===== config.mk =====
export PLATFORM = sky130hd
export DESIGN_NAME = riscv_decode_stage
export DESIGN_NICKNAME = d
export VERILOG_FILES = /design/src/rtl/riscv_decode_stage.sv
export SDC_FILE = /design/constraint.sdc
export NUM_CORES = 1
export LEC_CHECK = 0
export ABC_CLOCK_PERIOD_IN_PS = 1500
export BUFFER_PORTS_ARGS = -buffer_cell sky130_fd_sc_hd__buf_2
export CORE_ASPECT_RATIO = 1.4
export CORE_MARGIN = 4
export CORE_UTILIZATION = 50
export DETAILED_ROUTE_END_ITERATION = 6
export GPL_TIMING_DRIVEN = 0
export PLACE_DENSITY_LB_ADDON = 0.25
export SYNTH_ARGS = -nofsm -noshare
export SYNTH_HDL_FRONTEND = slang
export SYNTH_SLANG_ARGS = --single-unit

===== constraint.sdc =====
create_clock -name clk -period 1.5 [get_ports clk]
set_input_delay 0.3 -clock clk [delete_from_list [all_inputs] [get_ports clk]]
set_output_delay 0.3 -clock clk [all_outputs]
set_load 0.03 [all_outputs]

===== src/rtl/riscv_decode_stage.sv =====
// RV32I/RV32E decode stage: one instruction per beat into a registered decode result, with a one-entry skid buffer.
// Latency: 1 cycle from input transfer to out_valid; sustained 1/cycle while out_ready is high.
// Backpressure: in_ready = !skid_full, from a flop; a stalled output parks one more result in the skid entry. Optional macro DECODE_PERF_CNT_EN adds perf counters.
module riscv_decode_stage #(
  parameter int XLEN       = 32,
  parameter int PC_W       = 32,
  parameter int REG_ADDR_W = 5
) (
  input  logic                  clk,
  input  logic                  rst_n,
  input  logic                  flush,
  input  logic                  in_valid,
  output logic                  in_ready,
  input  logic [31:0]           in_instr,
  input  logic [PC_W-1:0]       in_pc,
  output logic                  out_valid,
  input  logic                  out_ready,
  output logic [PC_W-1:0]       out_pc,
  output logic [6:0]            out_opcode,
  output logic [2:0]            out_fmt,
  output logic [REG_ADDR_W-1:0] out_rd,
  output logic [REG_ADDR_W-1:0] out_rs1,
  output logic [REG_ADDR_W-1:0] out_rs2,
  output logic [2:0]            out_funct3,
  output logic [6:0]            out_funct7,
  output logic [XLEN-1:0]       out_imm,
`ifdef DECODE_PERF_CNT_EN
  output logic [31:0]           perf_decoded,
  output logic [31:0]           perf_illegal,
`endif
  output logic                  out_illegal
);

  localparam logic [2:0] FMT_R   = 3'd0;
  localparam logic [2:0] FMT_I   = 3'd1;
  localparam logic [2:0] FMT_S   = 3'd2;
  localparam logic [2:0] FMT_B   = 3'd3;
  localparam logic [2:0] FMT_U   = 3'd4;
  localparam logic [2:0] FMT_J   = 3'd5;
  localparam logic [2:0] FMT_ILL = 3'd7;

  typedef struct packed {
    logic [PC_W-1:0]       pc;
    logic [6:0]            opcode;
    logic [2:0]            fmt;
    logic [REG_ADDR_W-1:0] rd;
    logic [REG_ADDR_W-1:0] rs1;
    logic [REG_ADDR_W-1:0] rs2;
    logic [2:0]            funct3;
    logic [6:0]            funct7;
    logic [XLEN-1:0]       imm;
    logic                  illegal;
  } dec_t;

  dec_t               dec;
  dec_t               out_reg;
  dec_t               skid_reg;
  logic               out_full;
  logic               skid_full;
  logic               in_xfer;
  logic               out_xfer;
  logic [2:0]         fmt_raw;
  logic               bad_opcode;
  logic               use_rd;
  logic               use_rs1;
  logic               use_rs2;
  logic               bad_regs;
  logic signed [31:0] imm32;

  assign in_ready = !skid_full;
  assign in_xfer  = in_valid && in_ready;
  assign out_xfer = out_full && out_ready;

  // Combinational decode of the presented instruction.
  always_comb begin
    fmt_raw    = FMT_ILL;
    bad_opcode = 1'b0;
    use_rd     = 1'b0;
    use_rs1    = 1'b0;
    use_rs2    = 1'b0;
    imm32      = '0;
    case (in_instr[6:0])
      7'b0110011: begin
        fmt_raw = FMT_R;
        use_rd  = 1'b1;
        use_rs1 = 1'b1;
        use_rs2 = 1'b1;
      end
      7'b0010011, 7'b0000011, 7'b1100111, 7'b0001111, 7'b1110011: begin
        fmt_raw = FMT_I;
        use_rd  = 1'b1;
        use_rs1 = 1'b1;
        imm32   = {{20{in_instr[31]}}, in_instr[31:20]};
      end
      7'b0100011: begin
        fmt_raw = FMT_S;
        use_rs1 = 1'b1;
        use_rs2 = 1'b1;
        imm32   = {{20{in_instr[31]}}, in_instr[31:25], in_instr[11:7]};
      end
      7'b1100011: begin
        fmt_raw = FMT_B;
        use_rs1 = 1'b1;
        use_rs2 = 1'b1;
        imm32   = {{19{in_instr[31]}}, in_instr[31], in_instr[7], in_instr[30:25],
                   in_instr[11:8], 1'b0};
      end
      7'b0110111, 7'b0010111: begin
        fmt_raw = FMT_U;
        use_rd  = 1'b1;
        imm32   = {in_instr[31:12], 12'b0};
      end
      7'b1101111: begin
        fmt_raw = FMT_J;
        use_rd  = 1'b1;
        imm32   = {{11{in_instr[31]}}, in_instr[31], in_instr[19:12], in_instr[20],
                   in_instr[30:21], 1'b0};
      end
      default: bad_opcode = 1'b1;
    endcase

    // RV32E only has x0-x15: the top index bit of any field the format actually uses must be clear.
    bad_regs = (REG_ADDR_W == 4) &&
               ((use_rd && in_instr[11]) || (use_rs1 && in_instr[19]) || (use_rs2 && in_instr[24]));

    dec         = '0;
    dec.pc      = in_pc;
    dec.opcode  = in_instr[6:0];
    dec.rd      = in_instr[7 +: REG_ADDR_W];
    dec.rs1     = in_instr[15 +: REG_ADDR_W];
    dec.rs2     = in_instr[20 +: REG_ADDR_W];
    dec.funct3  = in_instr[14:12];
    dec.funct7  = in_instr[31:25];
    dec.illegal = bad_opcode || (in_instr[1:0] != 2'b11) || bad_regs;
    if (dec.illegal) begin
      dec.fmt = FMT_ILL;
      dec.imm = '0;
    end else begin
      dec.fmt = fmt_raw;
      dec.imm = XLEN'(imm32);
    end
  end

  // Output register plus skid entry; skid refills the output first so order is preserved.
  always_ff @(posedge clk or negedge rst_n) begin
    if (!rst_n) begin
      out_full  <= 1'b0;
      skid_full <= 1'b0;
      out_reg   <= '0;
      skid_reg  <= '0;
    end else if (flush) begin
      out_full  <= 1'b0;
      skid_full <= 1'b0;
    end else if (!out_full || out_ready) begin
      if (skid_full) begin
        out_reg   <= skid_reg;
        out_full  <= 1'b1;
        skid_full <= 1'b0;
      end else if (in_xfer) begin
        out_reg  <= dec;
        out_full <= 1'b1;
      end else begin
        out_full <= 1'b0;
      end
    end else if (in_xfer) begin
      skid_reg  <= dec;
      skid_full <= 1'b1;
    end
  end

  assign out_valid   = out_full;
  assign out_pc      = out_reg.pc;
  assign out_opcode  = out_reg.opcode;
  assign out_fmt     = out_reg.fmt;
  assign out_rd      = out_reg.rd;
  assign out_rs1     = out_reg.rs1;
  assign out_rs2     = out_reg.rs2;
  assign out_funct3  = out_reg.funct3;
  assign out_funct7  = out_reg.funct7;
  assign out_imm     = out_reg.imm;
  assign out_illegal = out_reg.illegal;

`ifdef DECODE_PERF_CNT_EN
  logic [31:0] perf_dec_cnt;
  logic [31:0] perf_ill_cnt;

  // Count delivered beats; a beat killed by a same-cycle flush is not counted.
  always_ff @(posedge clk or negedge rst_n) begin
    if (!rst_n) begin
      perf_dec_cnt <= '0;
      perf_ill_cnt <= '0;
    end else if (out_xfer && !flush) begin
      perf_dec_cnt <= perf_dec_cnt + 32'd1;
      if (out_reg.illegal) perf_ill_cnt <= perf_ill_cnt + 32'd1;
    end
  end

  assign perf_decoded = perf_dec_cnt;
  assign perf_illegal = perf_ill_cnt;
`else
  logic unused_out_xfer;
  assign unused_out_xfer = out_xfer;
`endif

endmodule


==> flow_metrics.tcl, run 1 <==
set metrics [dict create \
    clk_pin_slew_worst_paths_ns 0.06 \
    drtIter0Drc 776 \
    status "finished with violations" \
    routabilityCongestion 0.940 \
    setup_tns_ns -23.54 \
    die_area_sq_um 19700 \
    core_area_sq_um 17300 \
    die-width_um 120 \
    violations "negative setup slack" \
    pin_count 171 \
    finalCriticalPeriod_ns 1.75 \
    syn2layout_area_growth_pct 35.9 \
    setup_violations 201 \
    placementRows 57 \
    seq_area_frac_synth_pct 57.7 \
    wl_per_cell_um 19.0 \
    synth_area_leaders "dfrtp_1 58%, nand2_1 13%, mux2i_1 7.5%, o21ai_0 6.1%, a22oi_1 2.5%" \
    cp-start-kind "flop" \
    ir_drop_v 0.000983 \
    synthMostInstantiatedCell "nand2_1" \
    path_max_fanout 6 \
    slew_violations 0 \
    antenna_left 0 \
    drc 0 \
    syn-num-nets 986 \
    period_share_pct 117 \
    power_mw 15.2 \
    critPathArrivalTime_ns 2.12 \
    largest_register_ffs 100 \
    combPwrFrac_pct 22.0 \
    clk_path_buf_depth 3 \
    rsz0062_at_grt "yes" \
    synth_top_area_cell "dfrtp_1" \
    nets 1211 \
    cts-root-buf "clkbuf_16" \
    min_path_type "input port to flop" \
    seq_power_share_pct 45.9 \
    place_inst 1323 \
    synth_cell_types 41 \
    nFillCells 1355 \
    place_area_sq_um 10000 \
    cts_buffers 20 \
    design_area_sq_um 11900 \
    ys_ff_latch 202 \
    multi_input_area_sq_um 3890 \
    synth_top_area_share_pct 57.7 \
    grt_pass1_wl_mm 38.8 \
    setup_ws_ns -0.251 \
    drive_gt1_share_pct 35.0 \
    async_flop_share_pct 100 \
    cts_num_sinks 202 \
    p_int_mw 10.5 \
    clkLatencyLatePin_ns 0.49 \
    synth_area_sq_um 8760 \
    clock.fmax_mhz 571 \
    grt_pass1_vias 7333 \
    vias_per_cell 5.53 \
    vias 7684 \
    drt_pass1_iterations 5 \
    drt-total-wl_mm 26.4 \
    grt_start_max_net_pins 103 \
    cts_tree "done" \
    io_buffers 169 \
    tightestPinTransition_ns 0.560 \
    clock_skew_ns 0.00735 \
    die_y_um 165 \
    start_util_pct 50.8 \
    hold-worst-slack_ns 0.0192 \
    path_class "flop to flop" \
    maxSlewHeadroom_pct 62.7 \
    postLayoutCoreUtil_pct 69.0 \
    power_density_nw_per_um2 1280 \
    hold_viol 0 \
    dp_hpwl_mm 17.1 \
    cap_violations 0 \
    yosys_warnings 0 \
    seqCellArea_sq_um 5060 \
    p_leak_nw 5.85 \
    antenna_found_initial 0 \
    ys_top_cells_by_count "315 x nand2_1, 202 x dfrtp_1, 106 x o21ai_0" \
    power_switching_mw 4.78 \
    synthCells 917 \
    required_ns 1.86 \
    p_sw_share_pct 31.4 \
    pre_cts_ws_ns -0.470 \
    grt_util_all_layers_pct 24.5 \
    postSynthAreaPerCell_sq_um 9.55 \
    htreeDepth 1 \
    grt-ovfl-total 0 \
    antenna_cells 0 \
    cp-end-kind "flop" \
    clkPwrFrac_pct 32.0 \
    fin_cells 1389 \
    synth_edf_count 0 \
    synthFlopType "dfrtp_1" \
]
## cell type report
cell class | instances | share of cell area (%)
Buffer | 59 | 4.95
Sequential cell | 202 | 42.5
Tap cell | 236 | 2.48
Multi-Input combinational cell | 650 | 32.6
Inverter | 5 | 0.221
Clock buffer | 31 | 4.90
Timing Repair Buffer | 204 | 12.0
Clock inverter | 2 | 0.294
## kinds of logic after synthesis
| group | after synthesis | share of synthesized area (%) |
|---|---|---|
| AOI/OAI and AO/OA | 196 | 13.0 |
| xor gates and xnor gates | 1 | 0.100 |
| buffers and inverters | 65 | 3.46 |
| DFF | 202 | 57.7 |
| muxes | 66 | 7.54 |
| and+or+nand+nor | 387 | 18.2 |
## metal layers
layer  vias to the layer above  wire length (um)  track usage, %
met2                       300             13500            42.8
met4                         0               958            8.70
met5                         -                 0               0
met1                      3777             10400            31.3
met3                        68              1570            3.60
li1                       3539                 -               -
## critical path, cell delays in order (launching register included)
cell	delay, ns
dfrtp_1	0.38
buf_6	0.17
nor2_4	0.06
or3_4	0.37
buf_12	0.17
clkbuf_16	0.17
a221o_1	0.32
## cell usage in the layout, fill, tap and decap left out, types with 8 or more instances in the layout
cell type | synthesis | final
dfrtp_1 | 202 | 201
a21oi_1 | 35 | 30
and3_1 | 13 | 12
mux2i_1 | 66 | 66
o21ai_2 | 0 | 20
buf_8 | 0 | 15
clkbuf_2 | 0 | 10
buf_2 | 32 | 177
buf_4 | 1 | 20
buf_6 | 2 | 8
nand2_1 | 315 | 246
nand2_4 | 0 | 17
nand2_2 | 0 | 52
clkbuf_1 | 25 | 10
nor2_1 | 32 | 28
a22oi_1 | 29 | 22
o21ai_0 | 106 | 39
clkbuf_16 | 0 | 36
o21ai_1 | 3 | 50
## path summary, 6_finish.rpt
check | from | to | slack (ns) | cells past startpoint
max | skid_full | out_imm[5] | -0.25 | 6
min | in_pc[0] | skid_reg[68] | 0.02 | 3
max reg2reg | skid_full | out_imm[5] | -0.25 | 6
min reg2reg | skid_reg[62] | skid_reg[62] | 0.47 | 2
max in group asynchronous | rst_n | skid_reg[15] | 0.21 | 3
min in group asynchronous | rst_n | skid_reg[92] | 0.38 | 2
## power by group through the flow
| stage | combinational [mW] | clock (mW) | sequential, mW |
|---|---|---|---|
| 4_1_cts | 3.02 | 4.92 | 6.90 |
| 6_report | 3.36 | 4.88 | 7.00 |
| 3_5_place_dp | 2.89 | 0 | 6.99 |
| 5_1_grt | 3.65 | 5.20 | 7.09 |
| 2_1_floorplan | 1.07 | 0 | 7.70 |
| 3_3_place_gp | 2.83 | 0 | 6.94 |
## timing repair
| item | 4_1_cts | 5_1_grt |
|---|---|---|
| hold endpoints to repair | 100 | 0 |
| gates cloned | 2 | 14 |
| gates resized for setup | 94 | 229 |
| hold buffers | 1 | 0 |
| setup endpoints to repair | 201 | 303 |
| pin swaps | 5 | 71 |
| setup buffers | 9 | 9 |
Note: power is estimated with default switching activity, not from simulation.
==> run 2: changes to the inputs <==
ABC_CLOCK_PERIOD_IN_PS = 1600   (was 1500)
clock period = 1.6 ns   (was 1.5 ns; I/O delays follow)
==> run 2 against run 1 <==
Against the previous run: the flow still finishes with violations (negative setup slack); via count shrank 2.0%; utilization fell by 2.7 points; sequential share of layout area up 1.7 points; register-to-register slack better by 0.11 ns; worst hold slack gained 0.013 ns; clock power is 6.6% lower; clock-buffer cell count unchanged; clock skew up 0.00078 ns; power decreased by 8.2%; combinational power decreased by 13%; final cell count is 0.29% lower.
==> flow_metrics.tcl, run 2 (synthesis gave the netlist of run 1 again) <==
set metrics [dict create \
    status "finished with violations" \
    violations "negative setup slack" \
    io_buffers 169 \
    wl_per_cell_um 18.4 \
    grt_util_all_layers_pct 24.6 \
    power_density_nw_per_um2 1220 \
    fin_cells 1385 \
    path_class "flop to flop" \
    period_share_pct 109 \
    drc 0 \
    p_int_mw 9.58 \
    core_area_sq_um 17300 \
    setup_ws_ns -0.137 \
    cts_num_sinks 202 \
    power_switching_mw 4.40 \
    power_mw 14.0 \
    p_sw_share_pct 31.5 \
    cp-start-kind "flop" \
    cts-root-buf "clkbuf_16" \
    critPathMaxStageDelay_ns 0.43 \
    grt-ovfl-total 0 \
    final_cell_mix "308 x nand2_1, 201 x dfrtp_1, 174 x buf_2, 81 x o21ai_0, 66 x mux2i_1" \
    grt_pass1_vias 7301 \
    slew_violations 0 \
    ir_drop_v 0.000953 \
    required_ns 1.95 \
    crit_chain "nor2b_4 > or3_4 > buf_12 > or3_1 > o21ai_1 > a21oi_1" \
    grt_pass1_wl_mm 38.7 \
    clock_skew_ns 0.00813 \
    tightestPinTransition_ns 0.762 \
    vias 7534 \
    clkPwrFrac_pct 32.6 \
    nets 1203 \
    drt-total-wl_mm 25.5 \
    cts_tree "done" \
    clk_path_buf_depth 3 \
    placementRows 57 \
    die-width_um 120 \
    die_area_sq_um 19700 \
    hold-worst-slack_ns 0.0320 \
    maxSlewHeadroom_pct 49.2 \
    combPwrFrac_pct 21.0 \
    drtIter0Drc 624 \
    vias_per_cell 5.44 \
    grt_start_max_net_pins 118 \
    postLayoutCoreUtil_pct 66.3 \
    slowest_stage "or3_4" \
    htreeDepth 1 \
    largest_register_ffs 100 \
    cap_violations 0 \
    place_inst 1323 \
    antenna_found_initial 0 \
    start_util_pct 50.8 \
    antenna_left 0 \
    p_leak_nw 5.63 \
    drive_gt1_share_pct 28.3 \
    setup_violations 146 \
    path_max_fanout 6 \
    clk_pin_slew_worst_paths_ns 0.06 \
    clkLatencyLatePin_ns 0.49 \
    critPathArrivalTime_ns 2.09 \
    hold_viol 0 \
    cts_buffers 20 \
    seq_power_share_pct 46.4 \
    routabilityCongestion 0.940 \
    syn2layout_area_growth_pct 30.5 \
    rsz0062_at_grt "yes" \
    drt_pass1_iterations 6 \
    cp-end-kind "flop" \
    pin_count 171 \
    clock.fmax_mhz 576 \
    die_y_um 165 \
    min_path_type "input port to flop" \
    final_common_cell "nand2_1" \
    dp_hpwl_mm 17.2 \
    finalCriticalPeriod_ns 1.74 \
]
[run 2: repair_timing]
item / in CTS / in global routing
setup buffers: 7 / 12
pin swaps: 4 / 22
endpoints found under the setup margin: 201 / 275
endpoints found under the hold margin: 85 / 0
hold buffers: 1 / 0
cloned: 2 / 5
resized for setup: 78 / 115
[run 2: per-layer routing]
layer  up-vias  GRT usage (%)  routed length, um
met4         0           9.02                738
met5         -              0                  0
met1      3690           31.4              10100
met3        50           3.56               1490
li1       3520              -                  -
met2       274           42.8              13200
[run 2: final cells by class]
class	instances	area, sq um
Antenna cell	1	2.50
Tap cell	236	295
Buffer	58	564
Multi-Input combinational cell	651	3620
Clock inverter	5	33.8
Timing Repair Buffer	196	1250
Clock buffer	31	593
Fill cell	1480	5820
Inverter	5	26.3
Sequential cell	202	5060
[run 2: worst paths after layout]
path | startpoint | end | slack (ns) | cells after the start
max | out_valid | out_fmt[2] | -0.14 | 6
min | in_pc[0] | skid_reg[68] | 0.03 | 3
max reg2reg | out_valid | out_fmt[2] | -0.14 | 6
min reg2reg | out_fmt[0] | out_fmt[0] | 0.46 | 2
max in group asynchronous | rst_n | out_imm[3] | 0.26 | 3
min in group asynchronous | rst_n | out_pc[29] | 0.37 | 2
[run 2: power groups by stage]
stage	clock [mW]	combinational [mW]	sequential, mW
5_1_grt	4.85	3.21	6.58
3_3_place_gp	0	2.64	6.51
2_1_floorplan	0	1.00	7.22
6_report	4.56	2.93	6.49
3_5_place_dp	0	2.71	6.55
4_1_cts	4.62	2.83	6.46
[run 2: worst max-delay path, delay by kind of cell, from the launching register on]
family,cells,cell delay (ns)
AOI/OAI and AO/OA,2,0.15
DFF,1,0.40
and+or+nand+nor,3,0.88
buffers and inverters,1,0.16
[run 2: per-stage QoR]
| step | TNS, ns | worst slack (ns) | cell area (sq um) |
|---|---|---|---|
| 2_1_floorplan | -5.59 | -0.105 | 8800 |
| 3_3_place_gp | -692.90 | -3.55 | 9940 |
| 3_5_place_dp | -54.43 | -0.479 | 9980 |
| 4_1_cts | -7.15 | -0.131 | 11000 |
| 5_1_grt | -20.65 | -0.211 | 11400 |
| 6_report | -9.85 | -0.137 | 11400 |
==> run 3: changes to the inputs <==
SKIP_LAST_GASP = 1   (was default)
==> run 3 against run 2 <==
Against the previous run: the run still ends with negative setup slack left; flip-flop and latch count is the same; sequential share of layout area grew 0.84 points; first-iteration DRC count is 11% lower; power shrank 0.70%; largest power group unchanged.
==> flow_metrics.tcl, run 3 (synthesis gave the netlist of run 1 again) <==
set metrics [dict create \
    pre_cts_ws_ns -0.479 \
    pin_count 171 \
    start_util_pct 50.8 \
    nFillCells 1490 \
    p_int_mw 9.54 \
    slew_violations 0 \
    antenna_left 0 \
    path_buf_inv 1 \
    slowest_stage "or3_4" \
    clk_pin_slew_worst_paths_ns 0.06 \
    crit_family "simple AND/OR/NAND/NOR gates" \
    r2r_cells 6 \
    clk_path_buf_depth 3 \
    nets 1200 \
    drt-total-wl_mm 24.7 \
    cp_num_cells 6 \
    required_ns 1.95 \
    placementRows 57 \
    grt_pass1_vias 7323 \
    multi_input_area_sq_um 3550 \
    tightestPinTransition_ns 0.769 \
    vias_per_cell 5.42 \
    combPwrFrac_pct 20.7 \
    setup_violations 107 \
    hold-worst-slack_ns 0.0300 \
    highest_layer "met4" \
    maxSlewHeadroom_pct 48.7 \
    p_sw_share_pct 31.3 \
    period_share_pct 108 \
    grt_pass1_wl_mm 38.7 \
    clock_skew_ns 0.00815 \
    drive_gt1_share_pct 26.6 \
    clkPwrFrac_pct 32.8 \
    finalCriticalPeriod_ns 1.73 \
    dp_hpwl_mm 17.2 \
    setup_tns_ns -7.86 \
    final_cell_mix "313 x nand2_1, 201 x dfrtp_1, 179 x buf_2, 80 x o21ai_0, 66 x mux2i_1" \
    path_class "flop to flop" \
    hold_depth 3 \
    p_leak_nw 5.55 \
    cts_tree "done" \
    syn2layout_area_growth_pct 28.1 \
    grt-ovfl-total 0 \
    rsz0062_at_grt "yes" \
    cts-root-buf "clkbuf_16" \
    power_switching_mw 4.34 \
    drt_pass1_iterations 5 \
    path_max_fanout 6 \
    grt_start_max_net_pins 118 \
    dr_wl_met2_mm 12.6 \
    io_buffers 169 \
    status "finished with violations" \
    critPathArrivalTime_ns 2.09 \
    power_density_nw_per_um2 1240 \
    wl_per_cell_um 17.9 \
    routabilityCongestion 0.940 \
    htreeDepth 1 \
    die-width_um 120 \
    route.met3.wl_mm 1.32 \
    die_area_sq_um 19700 \
    vias 7488 \
    largest_register_ffs 100 \
    cap_violations 0 \
    core_area_sq_um 17300 \
    drt-met1-wl_mm 10.0 \
    cp-end-kind "flop" \
    antenna_found_initial 0 \
    seq_power_share_pct 46.6 \
    clkLatencyLatePin_ns 0.49 \
    crit_chain "nor2b_4 > or3_4 > buf_12 > or3_1 > o21ai_1 > a21oi_1" \
    die_y_um 165 \
    cts_buffers 20 \
    violations "negative setup slack" \
    final_common_cell "nand2_1" \
    ir_drop_v 0.000910 \
    min_path_type "input port to flop" \
    seqCellArea_sq_um 5060 \
    grt_util_all_layers_pct 24.5 \
    setup_ws_ns -0.134 \
    clock.fmax_mhz 577 \
    cp-start-kind "flop" \
    cts_num_sinks 202 \
    ff2ff_setup_slack_ns -0.13 \
    critPathMaxStageDelay_ns 0.43 \
    hold_viol 0 \
    drc 0 \
    drtIter0Drc 556 \
]
## run 3: metal layers
metal | vias up | global-route usage (%)
li1 | 3515 | -
met5 | - | 0
met3 | 52 | 3.91
met1 | 3655 | 31.1
met4 | 0 | 8.96
met2 | 266 | 42.7
## run 3: final cells by class
class,count,area share [%]
Timing Repair Buffer,193,10.4
Inverter,5,0.234
Clock buffer,31,5.28
Antenna cell,1,0.0223
Tap cell,236,2.63
Sequential cell,202,45.1
Buffer,59,4.43
Multi-Input combinational cell,650,31.6
Clock inverter,5,0.301
## run 3: final timing paths
path	startpoint	to
max	out_valid	out_fmt[2]
min	in_pc[0]	skid_reg[68]
max reg2reg	out_valid	out_fmt[2]
min reg2reg	out_fmt[0]	out_fmt[0]
max in group asynchronous	rst_n	skid_reg[49]
min in group asynchronous	rst_n	out_pc[29]
## run 3: timing repair
action,4_1_cts,5_1_grt
resized for setup,69,83
endpoints found under the hold margin,85,0
endpoints found under the setup margin,201,295
cloned,2,2
hold buffers,1,0
pin swaps,4,13
setup buffers,7,11
## run 3: metrics by stage
stage | power, mW | utilization [%] | std cells | cell area [sq um]
after global routing | 14.5 | 65.0 | 1381 | 11200
after floorplan | 8.22 | - | 917 | 8800
after CTS | 13.9 | 63.3 | 1368 | 10900
final | 13.9 | 65.0 | 1382 | 11200
after detailed placement | 9.26 | 57.8 | 1323 | 9980
after global placement | 9.15 | 57.6 | 1322 | 9940
## run 3: power by group through the flow
stage	combinational (mW)	sequential [mW]	clock, mW
after floorplan	1.00	7.22	0
after global placement	2.64	6.51	0
after detailed placement	2.71	6.55	0
after CTS	2.82	6.46	4.62
after global routing	3.15	6.56	4.84
final	2.87	6.46	4.55
## run 3: worst reg2reg max path, stage by stage (launching register included)
cell and delay [ns]:
dfrtp_2 0.40, nor2b_4 0.14, or3_4 0.43, buf_12 0.17
or3_1 0.31, o21ai_1 0.09, a21oi_1 0.06
